`src/rtl/serial_frame_rx.sv`:
```
// serial_frame_rx: start/stop serial receiver (1 bit per clk, idle high) feeding a DEPTH-word FIFO.
// Optional even-parity bit between data and stop is enabled by defining SERIAL_FRAME_RX_PARITY_EN.
module serial_frame_rx #(
    parameter int DATA_W = 8,
    parameter int DEPTH  = 4,
    parameter int ADDR_W = 2
) (
    input  logic              clk,
    input  logic              rst,
    input  logic              sin,
    input  logic              read,
    input  logic              err_clr,
    output logic [DATA_W-1:0] dataout,
    output logic              empty,
    output logic              full,
    output logic              frame_err,
    output logic              overrun,
    output logic              parity_err
);
    localparam int CNT_W = (DATA_W > 1) ? $clog2(DATA_W) : 1;

`ifdef SERIAL_FRAME_RX_PARITY_EN
    typedef enum logic [1:0] {IDLE, DATA, PARITY, STOP} state_t;
`else
    typedef enum logic [1:0] {IDLE, DATA, STOP} state_t;
`endif

    state_t              state_q;
    logic [CNT_W-1:0]    bit_q;
    logic [DATA_W-1:0]   shift_q;
    logic [DATA_W-1:0]   mem_q [DEPTH];
    logic [ADDR_W-1:0]   wr_q, rd_q;
    logic [ADDR_W:0]     count_q, count_d;
    logic [DATA_W-1:0]   dataout_q;
    logic                frame_err_q, overrun_q, parity_err_q;
    logic                good, pop, push, frame_evt, parity_evt;

`ifdef SERIAL_FRAME_RX_PARITY_EN
    logic                par_bad_q;
    assign good       = state_q == STOP && sin && !par_bad_q;
    assign parity_evt = state_q == PARITY && (^{shift_q, sin});
`else
    assign good       = state_q == STOP && sin;
    assign parity_evt = 1'b0;
`endif

    assign frame_evt  = state_q == STOP && !sin;
    assign pop        = read && !empty;
    // a pop in the same cycle frees a slot, so a full FIFO can still accept
    assign push       = good && (!full || pop);
    assign count_d    = count_q + {{ADDR_W{1'b0}}, push} - {{ADDR_W{1'b0}}, pop};
    assign empty      = count_q == '0;
    assign full       = count_q == (ADDR_W+1)'(DEPTH);
    assign dataout    = dataout_q;
    assign frame_err  = frame_err_q;
    assign overrun    = overrun_q;
    assign parity_err = parity_err_q;

    // frame FSM: start detect, LSB-first data shift, optional parity, stop
    always_ff @(posedge clk or posedge rst) begin
        if (rst) begin
            state_q <= IDLE;
            bit_q   <= '0;
            shift_q <= '0;
`ifdef SERIAL_FRAME_RX_PARITY_EN
            par_bad_q <= 1'b0;
`endif
        end else begin
            case (state_q)
                IDLE: if (!sin) begin
                    state_q <= DATA;
                    bit_q   <= '0;
                end
                DATA: begin
                    shift_q[bit_q] <= sin;
                    bit_q          <= bit_q + 1'b1;
`ifdef SERIAL_FRAME_RX_PARITY_EN
                    if (bit_q == CNT_W'(DATA_W-1)) state_q <= PARITY;
`else
                    if (bit_q == CNT_W'(DATA_W-1)) state_q <= STOP;
`endif
                end
`ifdef SERIAL_FRAME_RX_PARITY_EN
                PARITY: begin
                    par_bad_q <= ^{shift_q, sin};
                    state_q   <= STOP;
                end
`endif
                default: state_q <= IDLE;
            endcase
        end
    end

    // FIFO storage; written only on an accepted push, no reset needed
    always_ff @(posedge clk) begin
        if (push) mem_q[wr_q] <= shift_q;
    end

    // FIFO pointers, occupancy and registered read data
    always_ff @(posedge clk or posedge rst) begin
        if (rst) begin
            wr_q      <= '0;
            rd_q      <= '0;
            count_q   <= '0;
            dataout_q <= '0;
        end else begin
            if (push) wr_q <= wr_q + 1'b1;
            if (pop) begin
                rd_q      <= rd_q + 1'b1;
                dataout_q <= mem_q[rd_q];
            end
            count_q <= count_d;
        end
    end

    // sticky error flags; a new event wins over a same-cycle clear
    always_ff @(posedge clk or posedge rst) begin
        if (rst) begin
            frame_err_q  <= 1'b0;
            overrun_q    <= 1'b0;
            parity_err_q <= 1'b0;
        end else begin
            frame_err_q  <= frame_evt | (frame_err_q & ~err_clr);
            overrun_q    <= (good & ~push) | (overrun_q & ~err_clr);
            parity_err_q <= parity_evt | (parity_err_q & ~err_clr);
        end
    end
endmodule
```
`config.mk`:
```
export PLATFORM = sky130hd
export DESIGN_NAME = serial_frame_rx
export DESIGN_NICKNAME = d
export VERILOG_FILES = /design/src/rtl/serial_frame_rx.sv
export SDC_FILE = /design/constraint.sdc
export NUM_CORES = 1
export LEC_CHECK = 0
export ABC_CLOCK_PERIOD_IN_PS = 2600
export CORE_MARGIN = 5
export CORE_UTILIZATION = 50
export DETAILED_ROUTE_END_ITERATION = 12
export HOLD_SLACK_MARGIN = 0.06
export PLACE_DENSITY_LB_ADDON = 0.25
export SYNTH_ARGS = -nofsm -noshare
export SYNTH_HDL_FRONTEND = slang
export SYNTH_SLANG_ARGS = --single-unit
```
`constraint.sdc`:
```
create_clock -name clk -period 2.6 [get_ports clk]
set_input_delay 0.52 -clock clk [delete_from_list [all_inputs] [get_ports clk]]
set_output_delay 0.52 -clock clk [all_outputs]
set_load 0.01 [all_outputs]
```
Word-level counts from Yosys, hierarchy flattened
Memory sizes are Yosys's and may differ from the RTL's. A register that Yosys moved wholly into a read port is not among the register bits.
Cells that the tools add are included.
- add/subtract/negate cells: 5
- order comparisons: 2
- eq/ne operators: 6
- muxes and demuxes: 10
- bitwise logic cells: 8
- reduce and logical (&&, ||, !) cells: 14
- operators by type and width (kind ; number):
    bitwise mux 8 bit ; 1
    == test 3 bit, second input constant ; 2
    case mux 3 bit (2 select lines) ; 1
    logical AND 1 bit ; 5
    adder 2 x 1 -> 2 bit, second input constant ; 2
    AND 1 bit ; 4
    less-than comparator 3 x 4 -> 1 bit, second input constant ; 1
    two-way mux 2 bit ; 2
    != test 2 bit, second input constant ; 2
    case mux 2 bit (2 select lines) ; 1
    AND reduction 2 bit ; 2
    adder 3 x 1 -> 3 bit ; 1
    adder 3 x 1 -> 3 bit, second input constant ; 1
    demux 1 bit (select 3 bit) ; 1
    >= comparator 3 x 1 -> 1 bit, second input constant ; 1
    logical NOT 1 bit ; 3
    logical NOT 3 bit ; 1
    two-way mux 1 bit ; 3
    two-way mux 3 bit ; 1
    subtractor 3 x 1 -> 3 bit ; 1
    == test 2 x 1 -> 1 bit, second input constant ; 1
    == test 2 bit, second input constant ; 1
    logical NOT 2 bit ; 1
    NOT 1 bit ; 2
    other kinds (3) ; 4
- register bits after elaboration: 23
- bits in writable memories: 32
- bits of input ports: 5
- output and inout bits: 13
- memories: 1
- memory list (name ; words ; width ; read ports ; clocked after memory_dff ; write ports ; line ; text):
    mem_q ; 4 ; 8 ; 1 ; 1 ; 1 ; 31 ; logic [DATA_W-1:0] mem_q [DEPTH];

Longest topological paths before layout
- word-level depth: 8
- gate-level depth with buffers: 9
- gate-level depth less buffers: 8

Least setup slack after synthesis
OpenSTA, ideal clock, no wires.
- kind: input -> register
- start point: input sin
- end point: register count_q[2]
- setup time: 0.127 ns
- arrival time: 2.023 ns
- required time: 2.473 ns
- slack: 0.450 ns
- cell stages on the path: 9
- path buffers: 1
- cells stage by stage: clkbuf_1 nand3b_1 nor2b_4 a21o_1 ha_1 inv_1 fa_1 xnor2_1 xnor2_1
- word-level cells in the longest chain between the ends: 4
- ends and longest elaborated chain (item ; line ; text):
    start, declared ; 10 ; input logic sin,
    logical AND 1 bit ; 43 ; assign good = state_q == STOP && sin;
    logical AND 1 bit ; 50 ; assign push = good && (!full || pop);
    adder 3 x 1 -> 3 bit ; 51 ; assign count_d = count_q + {{ADDR_W{1'b0}}, push} - {{ADDR_W{1'b0}}, pop};
    subtractor 3 x 1 -> 3 bit ; 51 ;
    net count_d[2] ; 33 ; logic [ADDR_W:0] count_q, count_d;
    end signal, assigned ; 112 ; count_q <= count_d;
    end, declared ; 33 ;
The timed path passes the listed nets, and every way through them passes these cells.
A chain may end at the register's enable or synchronous reset.

Worst setup path after layout
- start point: input read
- end point: register count_q[2]
- word-level cells in the longest chain between the ends: 5
- ends and longest elaborated chain (item ; line ; text):
    start, declared ; 11 ; input logic read,
    logical AND 1 bit (*) ; 48 ; assign pop = read && !empty;
    logical OR 1 bit ; 50 ;
    logical AND 1 bit ; 50 ;
    adder 3 x 1 -> 3 bit ; 51 ;
    subtractor 3 x 1 -> 3 bit (*) ; 51 ;
    net count_d[2] ; 33 ;
The timed path passes the listed nets; every way through them passes the cells marked *.

==> out/metrics.yaml <==
hp-class: "register to register"
p_per_area_nw_per_um2: 1070
dp_hpwl_um: 2820
core_um2: 5040
cp-end-kind: "register"
clockBufferDepth: 2
cts_root_buffer: "clkbuf_8"
layoutNonFillerInstCount: 253
die_x_um: 81.6
fin_area_um2: 3010
firstDrtPassIters: 4
fin_crit_ns: 2.22
synth_cell_types: 30
numCtsBuffers: 9
rsz0062_at_grt: "no"
max-cap-violations: 0
cts_tree: "yes"
nFillCells: 395
tns_ns: 0
crit_path_frequent_cell: "xnor2_1"
die_y_um: 81.6
synth_cells: 152
wl_met3_um: 171
grt_pass1_vias: 1420
drt_iter0_drc: 34
routed.top_layer: "met4"
cpPeakStageDelay_ns: 0.51
drive_gt1_share_pct: 26.8
overflow: 0
synth_warnings: 0
ctsResizeCount: 0
antenna_left: 0
start_util_pct: 50.9
antennaDiodeCount: 0
grt_start_max_net_pins: 20
num-nets-final: 191
clkTransAtPathRegs_ns: 0.06
wirelength_um: 4030
syn_area_per_cell_um2: 16.9
placedCellCount: 237
numClockSinks: 63
clock_latency_ns: 0.33
gp_congestion: 0.836
final-hold-violation-count: 0
status: "finished, final reports clean"
relSlewSlack_pct: 59.1
required_ns: 2.86
yosys_register_bits: 63
pin_count: 18
crit_type: "input pin to register"
post-route-period-util_pct: 85.3
port_buffers: 17
async_flop_share_pct: 49.2
antenna_found_initial: 0
max_freq_mhz: 451
syn-num-nets: 165
critPathArrivalTime_ns: 2.47
fin_util_pct: 59.7
path_max_fanout: 2
dr_wl_met2_um: 1930
drv_slew: 0
grt_pass1_wl_um: 7030
ys_seq_area_share_pct: 67.7
hold_buffers: 0
wl_met1_um: 1810
syn2layout_area_growth_pct: 17.4
drc: 0
synthFlopType: "edfxtp_1"
routed-via-count: 1320
syn-cell-area_um2: 2560
skew_ns: 0.00744
synth_edf_count: 32
placed_cell_area_um2: 2850
post-cts-setup-buffer-count: 0
grtUsageTotal_pct: 15.0
vdd_drop_max_uv: 546
cp_slowest_cell: "or4b_4"
num_rows: 26
worstMarginPinSlew_ns: 0.612
finalSetupViolations: 0
viasPerCell: 5.22
final_common_cell: "edfxtp_1"
power.leakage_uw: 0.00116
wl_per_cell_um: 15.9
htree_levels: 3
fp.dieArea_um2: 6660
start_kind: "input pin"
cp_cell_sequence: "clkdlybuf4s50_1, or4b_4, nor2b_4, a21o_1, ha_1, inv_1, fa_1, xnor2_1, xnor2_1"
final_cell_mix: "32 x edfxtp_1, 31 x dfrtp_1, 17 x clkdlybuf4s50_1, 15 x mux2_2"
-- kinds of logic (layout without fill, tap and decap cells) --
logic type | after synthesis | after routing | share of synthesized area (%)
multiplexers | 24 | 24 | 14.2
AO/OA/AOI/OAI | 11 | 11 | 3.02
buffers and inverters | 16 | 47 | 2.44
adder cells (fa/ha/maj) | 8 | 8 | 4.19
AND/OR/NAND/NOR | 25 | 25 | 6.73
flip-flops | 63 | 63 | 67.7
XOR/XNOR | 5 | 5 | 1.71
-- Yosys cell counts, types with 2 or more instances --
cell type	count	area share [%]
buf_2	2	0.39
nor3_1	2	0.39
edfxtp_1	32	37
a22o_1	2	0.68
mux4_2	8	7.0
nor2_1	2	0.29
nor3b_1	4	1.2
o31ai_1	2	0.59
mux2_2	15	6.6
a21o_1	2	0.59
nand3b_1	4	1.2
clkbuf_1	4	0.59
nor2b_1	3	0.73
xnor2_1	4	1.4
ha_1	7	3.4
nand2_1	2	0.29
o21ai_0	2	0.39
inv_1	10	1.5
dfrtp_1	31	30
and2_2	4	1.2
-- power by group --
part / internal (µW) / switching, µW / total, µW
sequential: 1350 / 295 / 1640
clock: 362 / 346 / 708
combinational: 559 / 318 / 877
-- cell type report --
type | count | area, µm² | area share, %
clock buffers | 11 | 141 | 4.70
clock inverters | 5 | 23.8 | 0.790
inverters | 10 | 37.5 | 1.25
multi-input cells | 73 | 771 | 25.6
flip-flops and latches | 63 | 1740 | 57.7
well taps | 70 | 87.6 | 2.91
repair buffers | 21 | 213 | 7.07
-- per-stage QoR --
step | hold WS, ns | total power [µW] | setup WS, ns
floorplan | 0.470 | 2220 | 0.450
global placement | 0.484 | 2490 | 0.0897
detailed placement | 0.491 | 2560 | 0.0304
CTS | 0.506 | 3280 | 0.380
global route | 0.518 | 3460 | 0.319
finish | 0.504 | 3230 | 0.382
-- per-layer routing --
metal | global-route usage (%) | vias to the layer above
li1 | - | 612
met1 | 19.3 | 671
met2 | 21.3 | 26
met3 | 6.58 | 11
met4 | 7.97 | 0
met5 | 0 | -
-- critical path, delay by kind of cell --
| family | cells | cell delay (ns) |
|---|---|---|
| adder cells (fa/ha/maj) | 2 | 0.35 |
| XOR/XNOR | 2 | 0.27 |
| AO/OA/AOI/OAI | 1 | 0.18 |
| AND/OR/NAND/NOR | 2 | 0.65 |
| buffers and inverters | 2 | 0.50 |
-- sequential cells by signal, summed over array words and instances (netlist names) --
register / count
mem_q: 32
dataout: 8
shift_q: 8
bit_q: 3
count_q: 3
rd_q: 2
state_q: 2
wr_q: 2
frame_err: 1
overrun: 1
parity_err: 1
-- path summary, 6_finish.rpt --
kind	cells after the start	slack [ns]	from	end
setup / recovery	9	0.38	read	count_q[2]
hold / removal	1	0.50	dataout[4]	dataout[4]
setup reg to reg	8	0.50	count_q[1]	count_q[2]
hold reg to reg	1	0.50	dataout[4]	dataout[4]
max in group asynchronous	3	1.52	rst	shift_q[4]
min in group asynchronous	2	0.56	rst	overrun
Power figures use the tool's default switching activity.
